### config.mk
export PLATFORM = sky130hd
export DESIGN_NAME = uart_tx_feeder
export DESIGN_NICKNAME = d
export VERILOG_FILES = /design/src/rtl/uart_tx_feeder.sv
export SDC_FILE = /design/constraint.sdc
export NUM_CORES = 1
export LEC_CHECK = 0
export ABC_AREA = 1
export CAP_MARGIN = 20
export CORE_ASPECT_RATIO = 0.6
export CORE_MARGIN = 5
export CORE_UTILIZATION = 30
export CTS_BUF_LIST = sky130_fd_sc_hd__clkbuf_8
export CTS_CLUSTER_SIZE = 8
export DETAILED_ROUTE_END_ITERATION = 7
export HOLD_SLACK_MARGIN = 0.15
export SLEW_MARGIN = 20
export SYNTH_ARGS = -nofsm -noshare
export SYNTH_HDL_FRONTEND = slang
export SYNTH_SLANG_ARGS = --single-unit
export TNS_END_PERCENT = 1
### constraint.sdc
create_clock -name clk -period 6.45 [get_ports clk]
set_clock_uncertainty 0.05 [all_clocks]
set_input_delay 0.9675 -clock clk [delete_from_list [all_inputs] [get_ports clk]]
set_output_delay 0.9675 -clock clk [all_outputs]
set_load 0.02 [all_outputs]
### src/rtl/uart_tx_feeder.sv
// Byte FIFO plus launch controller feeding the UART transmitter.
// Bytes are drained one at a time using a tx_start/tx_active level handshake.
module uart_tx_feeder #(
    parameter int unsigned DEPTH  = 16,
    parameter int unsigned ADDR_W = 4
) (
    input  logic              clk,
    input  logic              rst,
    input  logic              wr_en,
    input  logic [7:0]        wr_data,
    input  logic              flush,
    output logic              full,
    output logic              empty,
    output logic [ADDR_W:0]   count,
    output logic              overflow,
    output logic              tx_start,
    output logic [7:0]        tx_data,
    input  logic              tx_active,
    output logic              busy
);

    localparam int unsigned CNT_W = ADDR_W + 1;

    typedef enum logic [1:0] {
        ST_IDLE   = 2'd0,
        ST_LAUNCH = 2'd1,
        ST_DRAIN  = 2'd2
    } state_t;

    logic [7:0]        r_mem [DEPTH];
    logic [ADDR_W-1:0] r_wr_ptr;
    logic [ADDR_W-1:0] r_rd_ptr;
    logic [CNT_W-1:0]  r_count;
    logic              r_full;
    logic              r_empty;
    logic              r_overflow;
    state_t            r_state;
    logic              r_tx_start;
    logic [7:0]        r_tx_data;
    logic              r_busy;

    state_t            w_state_nxt;
    logic              w_tx_start_nxt;
    logic [7:0]        w_tx_data_nxt;
    logic              w_pop;
    logic              w_wr_acc;
    logic              w_wr_drop;
    logic [CNT_W-1:0]  w_count_nxt;

    // Writes are judged on the registered full flag; a same-cycle pop does not make room.
    assign w_wr_acc  = wr_en && !r_full && !flush;
    assign w_wr_drop = wr_en && r_full && !flush;

    always_comb begin
        w_count_nxt = r_count;
        if (flush) begin
            w_count_nxt = '0;
        end else begin
            w_count_nxt = r_count + CNT_W'(w_wr_acc) - CNT_W'(w_pop);
        end
    end

    // Launch FSM: next state and registered output values.
    always_comb begin
        w_state_nxt    = r_state;
        w_tx_start_nxt = r_tx_start;
        w_tx_data_nxt  = r_tx_data;
        w_pop          = 1'b0;
        case (r_state)
            ST_IDLE: begin
                if (!r_empty && !tx_active) begin
                    w_pop          = 1'b1;
                    w_tx_data_nxt  = r_mem[r_rd_ptr];
                    w_tx_start_nxt = 1'b1;
                    w_state_nxt    = ST_LAUNCH;
                end
            end
            ST_LAUNCH: begin
                if (tx_active) begin
                    w_tx_start_nxt = 1'b0;
                    w_state_nxt    = ST_DRAIN;
                end
            end
            ST_DRAIN: begin
                if (!tx_active) begin
                    w_state_nxt = ST_IDLE;
                end
            end
            default: begin
                w_tx_start_nxt = 1'b0;
                w_state_nxt    = ST_IDLE;
            end
        endcase
    end

    always_ff @(posedge clk or posedge rst) begin
        if (rst) begin
            r_state    <= ST_IDLE;
            r_tx_start <= 1'b0;
            r_tx_data  <= 8'h00;
            r_busy     <= 1'b0;
        end else begin
            r_state    <= w_state_nxt;
            r_tx_start <= w_tx_start_nxt;
            r_tx_data  <= w_tx_data_nxt;
            r_busy     <= (w_state_nxt != ST_IDLE);
        end
    end

    // Pointer and occupancy bookkeeping; flush overrides everything.
    always_ff @(posedge clk or posedge rst) begin
        if (rst) begin
            r_wr_ptr   <= '0;
            r_rd_ptr   <= '0;
            r_count    <= '0;
            r_full     <= 1'b0;
            r_empty    <= 1'b1;
            r_overflow <= 1'b0;
        end else begin
            r_count    <= w_count_nxt;
            r_full     <= (w_count_nxt == CNT_W'(DEPTH));
            r_empty    <= (w_count_nxt == '0);
            r_overflow <= w_wr_drop;
            if (flush) begin
                r_wr_ptr <= '0;
                r_rd_ptr <= '0;
            end else begin
                if (w_wr_acc) begin
                    r_wr_ptr <= r_wr_ptr + ADDR_W'(1);
                end
                if (w_pop) begin
                    r_rd_ptr <= r_rd_ptr + ADDR_W'(1);
                end
            end
        end
    end

    always_ff @(posedge clk) begin
        if (w_wr_acc) begin
            r_mem[r_wr_ptr] <= wr_data;
        end
    end

    assign full     = r_full;
    assign empty    = r_empty;
    assign count    = r_count;
    assign overflow = r_overflow;
    assign tx_start = r_tx_start;
    assign tx_data  = r_tx_data;
    assign busy     = r_busy;

endmodule
After elaboration in Yosys (flattened, before gate mapping)
Memory sizes are Yosys's and may differ from the RTL's. A register that Yosys moved wholly into a read port is not among the register bits.
Cells that the tools add are included.
- add/subtract/negate cells: 4
- mux-type cells: 16
- equal/unequal tests: 5
- reduce and logical (&&, ||, !) cells: 16
- bitwise logic cells: 1
- operators with widths (operator ; number):
    2-to-1 mux 4 bit ; 4
    adder 4 x 1 -> 4 bit (second input constant) ; 2
    2-to-1 mux 1 bit ; 6
    2-to-1 mux 2 bit ; 3
    case mux 2 bit (3 select lines) ; 1
    nonzero test 2 bit ; 3
    adder 5 x 1 -> 5 bit ; 1
    equality test 5 bit (second input constant) ; 1
    logical AND 1 bit ; 5
    logical NOT 5 bit ; 1
    2-to-1 mux 5 bit ; 1
    subtractor 5 x 1 -> 5 bit ; 1
    logical NOT 1 bit ; 4
    inequality test 2 bit (second input constant) ; 2
    case mux 1 bit (3 select lines) ; 1
    AND reduction 3 bit ; 1
    equality test 2 x 1 -> 1 bit (second input constant) ; 1
    equality test 2 bit (second input constant) ; 1
    logical NOT 2 bit ; 1
    AND reduction 2 bit ; 1
    NOT 1 bit ; 1
- word-level logic and storage cells: 52
- bits in writable memories: 128
- memories kept: 1
- register bits after elaboration: 20
- memory list (memory ; depth ; bits a word ; rd ports ; clocked after memory_dff ; wr ports ; line ; source):
    r_mem ; 16 ; 8 ; 1 ; 1 ; 1 ; 30 ; logic [7:0] r_mem [DEPTH];

Depth between registers and ports, before layout
Gate-level depths: netlist of run 1.
- depth in word-level cells: 7
- depth in mapped cells: 16

Least setup slack after synthesis of run 1
No wires, ideal clock.
- path type: input to register
- start point: in wr_en
- end point: reg r_empty (netlist: empty)
- setup slack: 3.422 ns
- stages on the path: 16
- data required time: 6.333 ns
- arrival: 2.911 ns
- buffers on the path: 0
- setup time: 0.067 ns
- cells stage by stage: inv_1 nor2_1 inv_1 nor2_1 inv_1 ha_1 inv_1 ha_1 fa_1 nand2_1 nand2_1 a21oi_1 inv_1 o21ai_0 nor2_1 nor2_1
- word-level cells in the longest chain between the ends: 6
- ends and longest elaborated chain (item ; line ; source):
    start, declared ; 9 ; input logic wr_en,
    logical AND 1 bit (2 in a row) ; 51 ; assign w_wr_acc = wr_en && !r_full && !flush;
    adder 5 x 1 -> 5 bit ; 59 ; w_count_nxt = r_count + CNT_W'(w_wr_acc) - CNT_W'(w_pop);
    subtractor 5 x 1 -> 5 bit ; 59 ;
    2-to-1 mux 5 bit ; 56 ; if (flush) begin
    via w_count_nxt[4] ; 48 ; logic [CNT_W-1:0] w_count_nxt;
    logical NOT 5 bit ; 122 ; r_empty <= (w_count_nxt == '0);
    end signal, assigned ; 122 ;
    end, declared ; 35 ; logic r_empty;
The timed path passes the listed nets, and every way through them passes these cells.
A chain may end at the register's enable or synchronous reset.

Worst setup path after layout of run 1
- start point: in tx_active
- end point: reg r_empty (netlist: empty)
- word-level cells in the longest chain between the ends: 7
- ends and longest elaborated chain (item ; line ; source):
    start, declared ; 18 ; input logic tx_active,
    logical NOT 1 bit ; - ;
    logical AND 1 bit ; 71 ; if (!r_empty && !tx_active) begin
    2-to-1 mux 1 bit ; 71 ;
    2-to-1 mux 1 bit ; 69 ; case (r_state)
    subtractor 5 x 1 -> 5 bit ; 59 ;
    2-to-1 mux 5 bit ; 56 ;
    via w_count_nxt[4] ; 48 ;
    logical NOT 5 bit ; 122 ;
The timed path passes the listed nets, and every way through them passes these cells.

==> impl_metrics.json, run 1 <==
{
  "min_path_cells": 2,
  "clockBufferDepth": 2,
  "grt_pass1_wl_um": 25480,
  "overflow": 0,
  "io_buffers": 30,
  "synth_nets": 716,
  "grt_util_met1": 0.2075,
  "yosys_register_bits": 156,
  "outcome": "complete, no violations",
  "stdcell_count": 1045,
  "setup_viol": 0,
  "p_per_area_nw_per_um2": 342.6,
  "synth_common_cells": "nand2_1 (211), edfxtp_1 (128), inv_1 (120)",
  "place_congestion": 0.8427,
  "synth-async-reset-ratio": 0.1795,
  "post_drt_wl_per_cell_um": 15.63,
  "busiest_layer": "met1",
  "yosysSeqAreaShare": 0.6571,
  "synthesis.yosys.warnings": 0,
  "drc": 0,
  "hp-start": "tx_data[5]$_DFFE_PP0P_",
  "cp-start-kind": "primary input",
  "synth-main-ff-cell": "edfxtp_1",
  "crit_slowest_cell": "clkdlybuf4s50_1",
  "worstRegToRegCells": 14,
  "ctsResizeCount": 0,
  "cp-end-kind": "flip-flop",
  "critPathLaunch": "tx_active",
  "drt-pass1-iter-count": 5,
  "final_hold_viol_count": 0,
  "cp_max_fo": 14,
  "post_cts_buffers": 0,
  "yosys.area.top_type": "edfxtp_1",
  "yosysUniqueCellTypes": 23,
  "cts_tree": "built",
  "cp.required_ns": 6.80,
  "die_area_sq_um": 26300,
  "hpwl_um": 10460,
  "post-synth-top-count-cell": "nand2_1",
  "vias": 4655,
  "grt_start_max_net_pins": 68,
  "fin_nets": 741,
  "die_y_um": 127.6,
  "drive_above_1_share": 0.05205,
  "use_met2": 0.1709,
  "synth_area_leaders": "edfxtp_1 (56%), nand2_1 (11%), dfrtp_1 (9.8%)",
  "max_slew_margin": 0.4324,
  "syn_area_sq_um": 6918,
  "synth_edf_count": 128,
  "p_leak_uw": 0.003329,
  "core-area_sq_um": 22920,
  "min_path_type": "reg -> reg",
  "worst_ir_drop_vdd_v": 0.0001271,
  "grt_pass1_vias": 4359,
  "syn_inst": 692,
  "wl_um": 16340,
  "cts_buffers": 17,
  "cts.sink_count": 156,
  "synthToLayoutAreaGrowth_pct": 13.00,
  "final.period_utilization": 0.5467,
  "critPathKind": "in -> reg",
  "path_clk_slew_ns": 0.10,
  "antenna_found_initial": 0,
  "root_buffer": "clkbuf_8",
  "dieWidth_um": 206.0,
  "ctsHtreeMaxLevel": 4,
  "rows": 43,
  "n_antenna_cell": 0,
  "drtIter0Drc": 422,
  "worst_skew_pair.late_latency_ns": 0.45,
  "finalSetupTns_ns": 0,
  "cp_slowest_stage_delay_ns": 0.52,
  "crit_path_cell_trace": "clkdlybuf4s50_1, nor2_1, nand3_1, inv_1, ha_1, inv_1, ha_1, fa_1, nand2_1, nand2_1, a21oi_1, inv_1, o21ai_0, nor2_1, nor2_1",
  "viasPerCell": 4.455,
  "crit_arrival_ns": 3.87,
  "dpl.cell_count": 1013,
  "ant_nets": 0,
  "reg2reg_from": "empty$_DFF_PP1_",
  "io_pins": 31,
  "rsz0062_at_grt": "no",
  "synth.top_cell.area_share": 0.5556,
  "min_period_ns": 3.526,
  "initial_core_util": 0.3018,
  "max_cap_violations": 0,
  "max_freq_mhz": 283.6,
  "drv_slew": 0,
  "grt_util_all_layers": 0.1277,
  "tightest_slew_ns": 0.8488,
  "cts-hold-fix-buffers": 0,
  "met3_usage": 0.03070,
  "syn-mean-instance-area_sq_um": 9.997
}
## worst max-delay path, delay by kind of cell
| family | cells | cell delay (ns) |
|---|---|---|
| compound gates | 2 | 0.31 |
| fa+ha+maj | 3 | 0.96 |
| buf+inv | 4 | 0.92 |
| simple gates | 6 | 0.73 |
## final cells by class
class,count,area (sq um)
Inverter,123,461.7
Clock buffer,17,234.0
Tap cell,315,394.1
Multi-Input combinational cell,384,1718
Fill cell,2339,15100
Sequential cell,156,4547
Timing Repair Buffer,35,337.8
Clock inverter,15,125.1
## report_power, final
group          internal [uW]  switching (uW)
registers               1160            44.8
logic                    264             521
clock network            304             381
## layout by cell type, fill, tap and decap left out, types with 2 or more instances in the layout
master | netlist | final
inv_6 | 0 | 4
clkbuf_8 | 0 | 17
clkdlybuf4s50_1 | 0 | 30
dfrtp_1 | 27 | 26
clkinvlp_4 | 0 | 3
o21ai_0 | 11 | 11
ha_1 | 10 | 10
nor2_1 | 33 | 33
clkinv_4 | 0 | 2
nand3_1 | 105 | 105
clkinv_1 | 2 | 4
a21oi_1 | 6 | 6
buf_4 | 8 | 5
edfxtp_1 | 128 | 128
nor3_1 | 2 | 2
nand2_1 | 211 | 211
inv_1 | 120 | 122
## cells by family after synthesis
| family | after synthesis | share of synthesized area |
|---|---|---|
| AOI/OAI and AO/OA | 18 | 0.01338 |
| xor gates and xnor gates | 1 | 0.001266 |
| DFF | 156 | 0.6571 |
| buffers and inverters | 152 | 0.09459 |
| and+or+nand+nor | 354 | 0.2127 |
| adders and majority gates | 11 | 0.02098 |
## through the flow
stage / hold WS, ns / power (uW) / instance area (sq um) / setup WS (ns) / util
2_1_floorplan: 0.4124 / 1748 / 6918 / 3.422 / -
3_3_place_gp: 0.4173 / 2004 / 7458 / 2.559 / 0.3254
3_5_place_dp: 0.4191 / 2008 / 7458 / 2.470 / 0.3254
4_1_cts: 0.4420 / 2686 / 7818 / 2.949 / 0.3411
5_1_grt: 0.4589 / 2832 / 7818 / 2.761 / 0.3411
6_report: 0.4386 / 2678 / 7818 / 2.924 / 0.3411
## sequential cells by signal (all words and copies together), names as in the netlist
name      cells
busy          1
count         5
empty         1
full          1
overflow      1
r_mem       128
r_rd_ptr      4
r_state       2
r_wr_ptr      4
tx_data       8
tx_start      1
## per-layer routing
| metal | part of all wire | vias to the layer above | routed length, um |
|---|---|---|---|
| li1 | - | 2261 | - |
| met1 | 0.54 | 2241 | 8753 |
| met2 | 0.39 | 141 | 6408 |
| met3 | 0.064 | 12 | 1048 |
| met4 | 0.0077 | 0 | 125 |
| met5 | 0 | - | 0 |
## worst paths after layout
path	end	slack (ns)
setup / recovery	empty$_DFF_PP1_	2.92
hold / removal	tx_data[5]$_DFFE_PP0P_	0.44
setup reg to reg	empty$_DFF_PP1_	3.40
hold reg to reg	tx_data[5]$_DFFE_PP0P_	0.44
max in group asynchronous	empty$_DFF_PP1_	5.22
min in group asynchronous	overflow$_DFF_PP0_	0.83
No activity file was read; power rests on OpenSTA's default activity.
==> run 2: changes to the inputs <==
==> constraint.sdc (replaced) <==
create_clock -name clk -period 3.5 [get_ports clk]
set_clock_uncertainty 0.05 [all_clocks]
set_input_delay 0.525 -clock clk [delete_from_list [all_inputs] [get_ports clk]]
set_output_delay 0.525 -clock clk [all_outputs]
set_load 0.02 [all_outputs]
==> impl_metrics.json, run 2 (synthesized netlist as in run 1, its figures left out) <==
{
  "power_uw": 4985,
  "drtIter0Drc": 435,
  "ant_nets": 0,
  "crit_arrival_ns": 3.00,
  "cp-end-kind": "flip-flop",
  "max_freq_mhz": 374.9,
  "grt_util_all_layers": 0.1302,
  "final_hold_viol_count": 0,
  "min_period_ns": 2.667,
  "dieWidth_um": 206.0,
  "largest_reg_flops": 128,
  "cts_tree": "built",
  "rsz0062_at_grt": "no",
  "finalSetupTns_ns": 0,
  "outcome": "complete, no violations",
  "cts_buffers": 17,
  "setup_viol": 0,
  "synthToLayoutAreaGrowth_pct": 15.54,
  "die_area_sq_um": 26300,
  "max_slew_margin": 0.4166,
  "cp.required_ns": 3.84,
  "grt_start_max_net_pins": 67,
  "rows": 43,
  "layout_common_cells": "nand2_1 (211), edfxtp_1 (128), inv_1 (120), nand3_1 (105), nor2_1 (33)",
  "drv_slew": 0,
  "cts.sink_count": 156,
  "max_cap_violations": 0,
  "worst_ir_drop_vdd_v": 0.0002311,
  "min_path_type": "reg -> reg",
  "wl_um": 16280,
  "ctsResizeCount": 0,
  "io_pins": 31,
  "path_clk_slew_ns": 0.09,
  "cts-hold-fix-buffers": 0,
  "clockBufferDepth": 2,
  "drc": 0,
  "grt_pass1_wl_um": 25810,
  "viasPerCell": 4.314,
  "p_per_area_nw_per_um2": 623.7,
  "critPathKind": "in -> reg",
  "cp_max_fo": 3,
  "post_cts_buffers": 0,
  "hpwl_um": 10610,
  "final.period_utilization": 0.7620,
  "final-seq-area_sq_um": 4547,
  "crit_path_cell_trace": "clkdlybuf4s50_1, inv_1, nor2_1, inv_1, nor2_1, inv_1, ha_1, inv_1, ha_1, fa_1, nand2_1, nand2_1, a21oi_1, inv_1, o21ai_0, nor2_1, nor2_1",
  "initial_core_util": 0.3018,
  "place_congestion": 0.8021,
  "n_fill_cell": 2354,
  "root_buffer": "clkbuf_8",
  "post_drt_wl_per_cell_um": 15.26,
  "overflow": 0,
  "fin_nets": 762,
  "drt-pass1-iter-count": 5,
  "top_register": "r_mem",
  "grt_pass1_vias": 4397,
  "core-area_sq_um": 22920,
  "die_y_um": 127.6,
  "worst_skew_pair.late_latency_ns": 0.45,
  "final_common_cell": "nand2_1",
  "cp_slowest_stage_delay_ns": 0.47,
  "cp-start-kind": "primary input",
  "crit_slowest_cell": "clkdlybuf4s50_1",
  "cpMostUsedCell": "inv_1",
  "ctsHtreeMaxLevel": 4,
  "io_buffers": 30,
  "multi_input_area_sq_um": 1718,
  "p_leak_uw": 0.003448,
  "antenna_found_initial": 0,
  "vias": 4603,
  "tightest_slew_ns": 0.8741,
  "drive_above_1_share": 0.08123
}
run 2: report_power, final:
part	internal, uW	switching, uW	total (uW)
clock network	575	727	1300
logic	507	954	1460
registers	2140	80.8	2220
total	3220	1760	4990
run 2: worst paths after layout:
check / from / end / slack [ns] / cells after the start
worst max-delay path: wr_en / empty$_DFF_PP1_ / 0.83 / 17
worst min-delay path: tx_start$_DFFE_PP0P_ / tx_start$_DFFE_PP0P_ / 0.44 / 2
worst max register to register: full$_DFF_PP0_ / empty$_DFF_PP1_ / 0.99 / 15
min in group asynchronous: rst / r_state[1]$_DFF_PP0_ / 0.51 / 2
worst min register to register: tx_start$_DFFE_PP0P_ / tx_start$_DFFE_PP0P_ / 0.44 / 2
max in group asynchronous: rst / empty$_DFF_PP1_ / 2.18 / 3
run 2: critical path: cells and delay by family:
family / cells / cell delay [ns]
and+or+nand+nor: 6 / 0.53
buffers and inverters: 6 / 0.76
AOI/OAI and AO/OA: 2 / 0.30
adders and majority gates: 3 / 0.88
run 2: per-stage QoR:
stage | cell area, sq um | cells | hold slack (ns) | worst slack (ns) | utilization
after global routing | 7990 | 1066 | 0.4637 | 0.5518 | 0.3486
after floorplan | 6918 | 692 | 0.4124 | 0.9147 | -
after CTS | 7990 | 1066 | 0.4433 | 0.8504 | 0.3486
after global placement | 7616 | 1034 | 0.4135 | 0.3596 | 0.3323
final | 7993 | 1067 | 0.4397 | 0.8330 | 0.3487
after detailed placement | 7616 | 1034 | 0.4142 | 0.3753 | 0.3323
run 2: per-layer routing:
| metal | global-route usage | routed length (um) | vias to the layer above |
|---|---|---|---|
| li1 | - | - | 2300 |
| met4 | 0.02580 | 96 | 0 |
| met3 | 0.03932 | 1148 | 10 |
| met2 | 0.1723 | 6559 | 113 |
| met1 | 0.2077 | 8478 | 2180 |
| met5 | 0 | 0 | - |
run 2: final cells by class:
class / count / share of cell area
Tap cell: 315 / 0.04931
Antenna cell: 1 / 0.0003131
Multi-Input combinational cell: 384 / 0.2149
Timing Repair Buffer: 56 / 0.06199
Inverter: 123 / 0.05776
Clock inverter: 15 / 0.01753
Clock buffer: 17 / 0.02927
Sequential cell: 156 / 0.5689
